===== config.mk =====
export PLATFORM = sky130hd
export DESIGN_NAME = vga_rect_fill
export DESIGN_NICKNAME = d
export VERILOG_FILES = /design/src/rtl/vga_rect_fill.sv
export SDC_FILE = /design/constraint.sdc
export NUM_CORES = 1
export LEC_CHECK = 0
export CAP_MARGIN = 20
export CORE_MARGIN = 2
export CORE_UTILIZATION = 56
export CTS_BUF_LIST = sky130_fd_sc_hd__clkbuf_16
export DETAILED_ROUTE_END_ITERATION = 8
export MAX_ROUTING_LAYER = met4
export PLACE_DENSITY = 0.84
export REMOVE_ABC_BUFFERS = 1
export SYNTH_ARGS = -nofsm -noshare
export SYNTH_HDL_FRONTEND = slang
export SYNTH_SLANG_ARGS = --single-unit

===== constraint.sdc =====
create_clock -name clk -period 4.9 [get_ports clk]
set_input_delay 0.735 -clock clk [delete_from_list [all_inputs] [get_ports clk]]
set_output_delay 0.735 -clock clk [all_outputs]
set_load 0.03 [all_outputs]

===== src/rtl/vga_rect_fill.sv =====
// Rectangle fill engine: clips a command to the visible area and streams one framebuffer write per clock, row-major.
// Latency: first write on the cycle after command acceptance; done_o pulses on the cycle after the last write (or right after accepting an empty command).
// Backpressure: the framebuffer port never stalls; cmd_ready_o is low for the whole fill, so the command handshake is the only flow control.
//
// Ports:
//   clk, rst                 sole clock, synchronous active-high reset
//   cmd_valid_i/cmd_ready_o  command handshake
//   cmd_x_i, cmd_y_i         top-left corner (column, line)
//   cmd_w_i, cmd_h_i         size in pixels / lines (zero is legal)
//   cmd_color_i              fill word
//   wr_en_o/wr_addr_o/wr_data_o  framebuffer write port (address = y*VGA_WIDTH + x)
//   busy_o                   high while filling
//   done_o                   one-cycle completion pulse
module vga_rect_fill #(
  parameter int VGA_WIDTH  = 640,
  parameter int VGA_HEIGHT = 480,
  parameter int ADDR_WIDTH = 19,
  parameter int DATA_WIDTH = 25
) (
  input  logic                  clk,
  input  logic                  rst,
  input  logic                  cmd_valid_i,
  output logic                  cmd_ready_o,
  input  logic [9:0]            cmd_x_i,
  input  logic [9:0]            cmd_y_i,
  input  logic [9:0]            cmd_w_i,
  input  logic [9:0]            cmd_h_i,
  input  logic [DATA_WIDTH-1:0] cmd_color_i,
  output logic                  wr_en_o,
  output logic [ADDR_WIDTH-1:0] wr_addr_o,
  output logic [DATA_WIDTH-1:0] wr_data_o,
  output logic                  busy_o,
  output logic                  done_o
);

  localparam logic [0:0] S_IDLE = 1'b0;
  localparam logic [0:0] S_FILL = 1'b1;

  localparam logic [10:0]           W11      = 11'(VGA_WIDTH);
  localparam logic [10:0]           H11      = 11'(VGA_HEIGHT);
  localparam logic [ADDR_WIDTH-1:0] ROW_STEP = ADDR_WIDTH'(VGA_WIDTH);
  localparam logic [ADDR_WIDTH-1:0] ADDR_ONE = ADDR_WIDTH'(1);

  logic [0:0]            state_q;
  logic [10:0]           col_q;
  logic [10:0]           row_q;
  logic [10:0]           w_q;
  logic [10:0]           h_q;
  // Address of the first pixel of the row currently being written.
  logic [ADDR_WIDTH-1:0] row_base_q;

  logic [10:0]           x_ext;
  logic [10:0]           y_ext;
  logic [10:0]           w_ext;
  logic [10:0]           h_ext;
  logic [10:0]           clip_w;
  logic [10:0]           clip_h;
  logic                  clip_empty;
  logic [ADDR_WIDTH-1:0] start_addr;
  logic                  last_col;
  logic                  last_row;

  // Clipping in 11 bits so that x+w and VGA_WIDTH-x never wrap.
  always_comb begin
    x_ext  = {1'b0, cmd_x_i};
    y_ext  = {1'b0, cmd_y_i};
    w_ext  = {1'b0, cmd_w_i};
    h_ext  = {1'b0, cmd_h_i};
    clip_w = 11'd0;
    clip_h = 11'd0;
    if (x_ext < W11) begin
      clip_w = (w_ext < (W11 - x_ext)) ? w_ext : (W11 - x_ext);
    end
    if (y_ext < H11) begin
      clip_h = (h_ext < (H11 - y_ext)) ? h_ext : (H11 - y_ext);
    end
    clip_empty = (clip_w == 11'd0) || (clip_h == 11'd0);
    // The only multiply: row base computed once per accepted command.
    // Its value is irrelevant when the clipped rectangle is empty.
    start_addr = ADDR_WIDTH'(cmd_y_i) * ROW_STEP + ADDR_WIDTH'(cmd_x_i);
  end

  assign last_col = (col_q == (w_q - 11'd1));
  assign last_row = (row_q == (h_q - 11'd1));

  always_ff @(posedge clk) begin
    if (rst) begin
      state_q     <= S_IDLE;
      cmd_ready_o <= 1'b1;
      wr_en_o     <= 1'b0;
      wr_addr_o   <= '0;
      wr_data_o   <= '0;
      busy_o      <= 1'b0;
      done_o      <= 1'b0;
      col_q       <= 11'd0;
      row_q       <= 11'd0;
      w_q         <= 11'd0;
      h_q         <= 11'd0;
      row_base_q  <= '0;
    end else begin
      done_o <= 1'b0;
      case (state_q)
        S_IDLE: begin
          if (cmd_valid_i && cmd_ready_o) begin
            if (clip_empty) begin
              done_o <= 1'b1;
            end else begin
              // First pixel is presented immediately; wr_data_o doubles
              // as the latched fill colour for the rest of the command.
              state_q     <= S_FILL;
              cmd_ready_o <= 1'b0;
              busy_o      <= 1'b1;
              wr_en_o     <= 1'b1;
              wr_addr_o   <= start_addr;
              wr_data_o   <= cmd_color_i;
              row_base_q  <= start_addr;
              col_q       <= 11'd0;
              row_q       <= 11'd0;
              w_q         <= clip_w;
              h_q         <= clip_h;
            end
          end
        end
        S_FILL: begin
          // col_q/row_q describe the pixel currently on the write port.
          if (last_col) begin
            col_q <= 11'd0;
            if (last_row) begin
              state_q     <= S_IDLE;
              cmd_ready_o <= 1'b1;
              busy_o      <= 1'b0;
              wr_en_o     <= 1'b0;
              done_o      <= 1'b1;
            end else begin
              row_q      <= row_q + 11'd1;
              row_base_q <= row_base_q + ROW_STEP;
              wr_addr_o  <= row_base_q + ROW_STEP;
            end
          end else begin
            col_q     <= col_q + 11'd1;
            wr_addr_o <= wr_addr_o + ADDR_ONE;
          end
        end
        default: begin
          state_q <= S_IDLE;
        end
      endcase
    end
  end

endmodule


# Yosys cells after proc, flatten, opt, wreduce, memory -nomap -nowiden
# Index checks and enable logic that the tools add are counted.
word_totals:
  n_memories: 0
  out_inout_bits: 48
  wordCells: 82
  rom_bits: 0
  latchBits: 0
  register_bits: 111
  mem_bits_rw: 0
classes:
  n_bitwise: 2
  n_mux: 38
  n_shift: 0
  magnitude_cmp: 4
  n_reduce_logical: 9
  n_addsub: 9
  eq_ne: 8
  n_mul: 1
  div_mod_pow: 0
op_table:
  columns: ["operator", "n"]
  rows:
  - ["11-bit 2-to-1 mux", 9]
  - ["19-bit 2-to-1 mux", 5]
  - ["19-bit case mux with 2 select lines", 2]
  - ["11-bit case mux with 2 select lines", 2]
  - ["11-bit by 1-bit adder with 11-bit output (second input constant)", 2]
  - ["11-bit equality test", 2]
  - ["11-bit zero test", 2]
  - ["10-bit by 11-bit less-than comparator with 1-bit output", 2]
  - ["11-bit by 1-bit subtractor with 11-bit output (second input constant)", 2]
  - ["19-bit by 1-bit adder with 19-bit output (second input constant)", 1]
  - ["19-bit by 10-bit adder with 19-bit output", 1]
  - ["19-bit by 10-bit adder with 19-bit output (second input constant)", 1]
  - ["1-bit 2-to-1 mux", 16]
  - ["10-bit by 3-bit multiplier with 12-bit output (second input constant)", 1]
  - ["10-bit by 10-bit subtractor with 11-bit output (first input constant)", 1]
  - ["9-bit by 10-bit subtractor with 11-bit output (first input constant)", 1]
  - ["10-bit less-than comparator (second input constant)", 1]
  - ["10-bit by 9-bit less-than comparator with 1-bit output (second input constant)", 1]
  - ["1-bit case mux with 2 select lines", 4]
  - ["4-bit AND reduction", 2]
  - ["2-bit != test (second input constant)", 3]
  - ["3-bit AND reduction", 2]
  - ["2-bit by 1-bit != test with 1-bit output (second input constant)", 2]
  - ["3-bit != test (second input constant)", 1]
  - ["other kinds (4)", 5]

# Logic depth before layout (Yosys ltp)
logic_depth:
  word_depth: 9
  ltp_mapped: 18
  mapped_depth_nobuf: 15

# Least setup slack after synthesis
# No wires, ideal clock.
synth_path:
  path_kind: "input port to flip-flop"
  start: "in cmd_x_i[0]"
  end: "reg h_q[3]"
  setup_ns: 0.070
  setup_slack_ns: 0.744
  arrival_time_ns: 4.086
  path_buffers: 3
  stages: 18
  cell_sequence: "inv_1 > ha_1 > nor3b_2 > nand2_1 > o21ai_0 > xnor2_1 > ha_1 > a21o_1 > a21oi_1 > o211ai_1 > and2_1 > buf_1 > a311o_1 > a211oi_1 > buf_6 > buf_2 > nand3_1 > a21oi_1"
synth_via:
  elab_chain_cells: 8
synth_rtl:
  columns: ["element", "line_no", "rtl"]
  rows:
  - ["start: declaration", "24", "input logic [9:0] cmd_x_i,"]
  - ["10-bit by 10-bit subtractor with 11-bit output", "72", "clip_w = (w_ext < (W11 - x_ext)) ? w_ext : (W11 - x_ext);"]
  - ["10-bit by 11-bit less-than comparator with 1-bit output", "72", null]
  - ["11-bit 2-to-1 mux", "72", null]
  - ["11-bit 2-to-1 mux *", "71", "if (x_ext < W11) begin"]
  - ["11-bit zero test *", "77", "clip_empty = (clip_w == 11'd0) || (clip_h == 11'd0);"]
  - ["1-bit logical OR *", "77", null]
  - ["1-bit inverter (no line) *", null, null]
  - ["3-bit AND reduction (no line) *", null, null]
  - ["end signal: assignment", "120", "h_q <= clip_h;"]
  - ["end: declaration", "48", "logic [10:0] h_q;"]
# Mark *: on every way between the ends. The rest lies on a longest branch, timed or not.
# A chain may end at the register's enable or synchronous reset.

# Worst setup path after layout
layout_path:
  start: "in cmd_x_i[0]"
  end: "reg wr_addr_o[2]"
layout_via:
  elab_chain_cells: 8
layout_rtl:
  columns: ["element", "line_no", "rtl"]
  rows:
  - ["10-bit by 10-bit subtractor with 11-bit output", "72", null]
  - ["10-bit by 11-bit less-than comparator with 1-bit output", "72", null]
  - ["11-bit 2-to-1 mux", "72", null]
  - ["11-bit 2-to-1 mux", "71", null]
  - ["11-bit zero test", "77", null]
  - ["1-bit logical OR", "77", null]
  - ["2-bit != test (no line)", null, null]
  - ["3-bit AND reduction (no line)", null, null]
  - ["end signal: assignment", "114", "wr_addr_o <= start_addr;"]
  - ["end signal: assignment", "137", "wr_addr_o <= row_base_q + ROW_STEP;"]
  - ["end signal: assignment", "141", "wr_addr_o <= wr_addr_o + ADDR_ONE;"]
  - ["end: declaration", "30", "output logic [ADDR_WIDTH-1:0] wr_addr_o,"]
# Several ways; a longest one is shown, not always the timed one. The select of a mux whose other input is x is not followed.

==> metrics.txt <==
# TYPE chip_impl_metric gauge
chip_impl_metric{name="drc_errors_left",unit=""} 0
chip_impl_metric{name="synth_top_area_share",unit=""} 0.2714
chip_impl_metric{name="clock-skew-final",unit="ps"} 9.048
chip_impl_info{name="hold_start",value="wr_data_o[23]$_SDFFE_PP0P_"} 1
chip_impl_metric{name="critPathMaxFanout",unit=""} 49
chip_impl_metric{name="layout.cell_area.non_filler",unit="µm²"} 9778
chip_impl_metric{name="cellPowerDensity",unit="nW/µm²"} 283.3
chip_impl_info{name="post-synth-top-count-cell",value="nand2_1"} 1
chip_impl_metric{name="power_frac_comb",unit=""} 0.370
chip_impl_metric{name="final_min_period_over_clock_period",unit=""} 0.9391
chip_impl_metric{name="floorplan.core_area",unit="µm²"} 14420
chip_impl_metric{name="detailed_place_hpwl",unit="mm"} 15.85
chip_impl_metric{name="sequentialPowerShare",unit=""} 0.382
chip_impl_metric{name="start_util",unit=""} 0.5676
chip_impl_metric{name="die_height",unit="µm"} 124.9
chip_impl_metric{name="clk_pin_slew",unit="ps"} 70
chip_impl_info{name="outcome",value="complete, no violations"} 1
chip_impl_metric{name="cellInternalPower",unit="mW"} 1.747
chip_impl_metric{name="max_cap_viol_count",unit=""} 0
chip_impl_metric{name="drt-wirelength-per-cell",unit="µm"} 16.56
chip_impl_metric{name="worst_slack",unit="ps"} 298.6
chip_impl_metric{name="antenna_found_initial",unit=""} 0
chip_impl_info{name="worstSetupPathType",value="in2reg"} 1
chip_impl_metric{name="cp.required",unit="ps"} 5150
chip_impl_metric{name="num_rows",unit=""} 44
chip_impl_metric{name="synth.distinct_cells",unit=""} 92
chip_impl_metric{name="synthesis.yosys.warnings",unit=""} 0
chip_impl_metric{name="route.antenna.remaining_nets",unit=""} 0
chip_impl_metric{name="synth.ff_latch_count",unit=""} 111
chip_impl_info{name="r2r-end",value="wr_addr_o[12]$_SDFFE_PP0P_"} 1
chip_impl_metric{name="irDropWorstVdd",unit="mV"} 0.1553
chip_impl_metric{name="grt.overflow.total",unit=""} 0
chip_impl_metric{name="detailedPlace.worstSlack",unit="ps"} 37.02
chip_impl_metric{name="hold_path_depth",unit=""} 2
chip_impl_metric{name="finalSetupViolations",unit=""} 0
chip_impl_metric{name="worst_hold_slack",unit="ps"} 453.6
chip_impl_metric{name="reg2regPathDepth",unit=""} 9
chip_impl_metric{name="grt_max_degree",unit=""} 92
chip_impl_info{name="cp_slowest_cell",value="clkdlybuf4s50_1"} 1
chip_impl_metric{name="detailed_place.area",unit="µm²"} 9498
chip_impl_metric{name="gp_congestion",unit=""} 0.9439
chip_impl_info{name="synth.cells.most_frequent",value="nand2_1, dfxtp_1, a21oi_1"} 1
chip_impl_metric{name="fmax",unit="MHz"} 217.3
chip_impl_info{name="netlist.top_cell.by_area",value="dfxtp_1"} 1
chip_impl_metric{name="design_power_total",unit="mW"} 2.770
chip_impl_metric{name="drt-pass1-iter-count",unit=""} 5
chip_impl_metric{name="post_layout_nonfiller_instances",unit=""} 1316
chip_impl_metric{name="longest_individual_stage_delay_on_the_worst_path",unit="ps"} 430
chip_impl_metric{name="slew_viol_final",unit=""} 0
chip_impl_info{name="cp_common_cell",value="ha_1"} 1
chip_impl_info{name="tritoncts",value="done"} 1
chip_impl_metric{name="detailedRoute.firstIterationViolations",unit=""} 826
chip_impl_info{name="worst_hold_path_class",value="reg2reg"} 1
chip_impl_metric{name="synth-edff-count",unit=""} 0
chip_impl_metric{name="detail_route.wirelength",unit="mm"} 21.79
chip_impl_info{name="timing.critical_path.from_type",value="input pin"} 1
chip_impl_metric{name="synth_to_final_area_change",unit="%"} 19.44
chip_impl_metric{name="slew_margin_rel",unit=""} 0.2954
chip_impl_info{name="worstSetupStartpoint",value="cmd_x_i[0]"} 1
chip_impl_metric{name="final_critical_period",unit="ps"} 4601
chip_impl_metric{name="netlist_instances",unit=""} 1033
chip_impl_metric{name="num_vias",unit=""} 8082
chip_impl_metric{name="chipWidth",unit="µm"} 124.9
chip_impl_metric{name="drive_above_1_share",unit=""} 0.08657
chip_impl_metric{name="leakagePower",unit="nW"} 3.591
chip_impl_metric{name="report.final.hold_viol_count",unit=""} 0
chip_impl_metric{name="grt_use_total",unit=""} 0.2874
chip_impl_metric{name="synth_seq_area_share",unit=""} 0.2714
chip_impl_metric{name="async_flop_share",unit=""} 0
chip_impl_metric{name="avgSynthCellArea",unit="µm²"} 7.925
chip_impl_metric{name="port-buffer-count",unit=""} 115
chip_impl_info{name="synth_top_flop_cell",value="dfxtp_1"} 1
chip_impl_info{name="timing.rr.start",value="w_q[0]$_SDFFE_PP0P_"} 1
chip_impl_metric{name="cts.htree.levels",unit=""} 3
chip_impl_metric{name="grt_pass1_vias",unit=""} 7753
chip_impl_metric{name="clockPowerShare",unit=""} 0.248
chip_impl_info{name="cts.root.buffer_cell",value="clkbuf_16"} 1
chip_impl_metric{name="fillerInstances",unit=""} 1195
chip_impl_metric{name="num-nets-final",unit=""} 1242
chip_impl_metric{name="first_pass_grt_wire_length",unit="mm"} 37.00
chip_impl_metric{name="dieArea",unit="µm²"} 15600
chip_impl_info{name="rsz0062_at_grt",value="no"} 1
chip_impl_metric{name="fin_util",unit=""} 0.6779
chip_impl_metric{name="ios",unit=""} 116
chip_impl_metric{name="sw_frac_of_total",unit=""} 0.3694
chip_impl_metric{name="worst_ep_arrival_time",unit="ps"} 4850
chip_impl_metric{name="route.detailed.vias_per_inst",unit=""} 6.141
chip_impl_metric{name="cts.sink_count",unit=""} 111
chip_impl_metric{name="numCtsBuffers",unit=""} 9
chip_impl_info{name="cp-end-kind",value="flop"} 1
chip_impl_metric{name="syn-cell-area",unit="µm²"} 8187
chip_impl_info{name="synth_top_cells_by_area",value="dfxtp_1, nand2_1, ha_1"} 1
chip_impl_info{name="timing.critical_path.cells",value="clkdlybuf4s50_1 > inv_1 > ha_1 > nor3b_2 > nand2_1 > o21ai_0 > xnor2_1 > ha_1 > a21o_1 > a21oi_1 > o211ai_1 > and2_1 > a311o_1 > a211oi_4 > buf_12 > nor2_4 > o32ai_1"} 1
chip_impl_metric{name="dp_cells",unit=""} 1300
chip_impl_metric{name="ff2ff_setup_slack",unit="ps"} 1460
chip_impl_metric{name="tns",unit="ps"} 0
chip_impl_info{name="crit_path_end",value="wr_addr_o[2]$_SDFFE_PP0P_"} 1
chip_impl_metric{name="antenna_cells",unit=""} 0
chip_impl_metric{name="worstMarginPinSlew",unit="ps"} 1057
chip_impl_metric{name="worstSkewPairLatency",unit="ps"} 350
chip_impl_metric{name="clockBufferDepth",unit=""} 2
chip_impl_metric{name="net_switching_power_figure",unit="mW"} 1.023
layout by cell type (no fill, tap or decap), types with 9 or more instances in the layout:
| master | n |
|---|---|
| or3_1 | 12 |
| a311oi_2 | 9 |
| nand2b_1 | 12 |
| dfxtp_1 | 111 |
| ha_1 | 45 |
| o21ai_0 | 29 |
| xnor2_1 | 42 |
| xor2_1 | 27 |
| a211oi_1 | 14 |
| nand4_1 | 9 |
| clkbuf_16 | 9 |
| nand2_1 | 156 |
| nand3_1 | 33 |
| nor3_1 | 36 |
| nor2_1 | 56 |
| a21oi_1 | 105 |
| buf_4 | 27 |
| inv_1 | 28 |
| and3_1 | 26 |
| o21a_1 | 14 |
| clkdlybuf4s50_1 | 114 |
| and2_1 | 10 |
| a31oi_1 | 18 |
worst max-delay path: cells and delay by family:
| family | cells | cell delay [ps] |
|---|---|---|
| simple gates | 4 | 720 |
| buf+inv | 3 | 800 |
| xor+xnor | 1 | 240 |
| compound gates | 7 | 1850 |
| fa+ha+maj | 2 | 480 |
how the worst min path moves through the flow:
stage / to / slack [ps]
2_1_floorplan: row_base_q[3]$_SDFFE_PP0P_ / 430
3_3_place_gp: wr_data_o[18]$_SDFFE_PP0P_ / 440
3_5_place_dp: wr_data_o[17]$_SDFFE_PP0P_ / 450
4_1_cts: wr_data_o[3]$_SDFFE_PP0P_ / 460
5_1_grt: wr_data_o[20]$_SDFFE_PP0P_ / 480
6_report: wr_data_o[23]$_SDFFE_PP0P_ / 450
state kept, by name (all words and copies together), names as in the netlist, 11 cells and up:
name and cells:
wr_addr_o 19, w_q 11, row_q 11, wr_data_o 25, row_base_q 19, col_q 11
h_q 11
metal layers:
| metal | GRT usage | vias to the layer above | part of all wire |
|---|---|---|---|
| li1 | - | 3968 | - |
| met1 | 0.3841 | 3775 | 0.45 |
| met2 | 0.4526 | 300 | 0.46 |
| met3 | 0.03393 | 39 | 0.067 |
| met4 | 0.1013 | 0 | 0.021 |
| met5 | - | - | 0 |
power by group through the flow:
stage          logic [mW]  registers, mW  clock network (mW)
2_1_floorplan       0.565           1.15                   0
3_3_place_gp        0.993           1.07                   0
3_5_place_dp         1.01           1.08                   0
4_1_cts              1.02           1.06               0.694
5_1_grt              1.12           1.07               0.730
6_report             1.03           1.06               0.686
logic make-up (layout without fill, tap and decap cells):
family | after synthesis | in the layout | synth area share
XOR/XNOR | 70 | 70 | 0.07581
AO/OA/AOI/OAI | 299 | 299 | 0.2606
multiplexers | 10 | 10 | 0.01314
AND/OR/NAND/NOR | 408 | 408 | 0.2534
buffers and inverters | 88 | 187 | 0.05196
flip-flops | 111 | 111 | 0.2714
adder cells (fa/ha/maj) | 47 | 47 | 0.07367
timing repair:
action | in CTS | in global routing
endpoints found under the setup margin | 0 | 2
resized for setup | 0 | 1
buffers inserted | 0 | 0
hold buffers | 0 | 0
final cells by class:
class                   instances  area [µm²]  share of cell area
multi-input cells             834        5560              0.5686
flip-flops and latches        111        2222              0.2273
repair buffers                143        1384              0.1415
well taps                     184       230.2             0.02354
clock buffers                   9       225.2             0.02303
inverters                      28       105.1             0.01075
clock inverters                 7       51.30            0.005246
(Power assumes the default switching activity.)
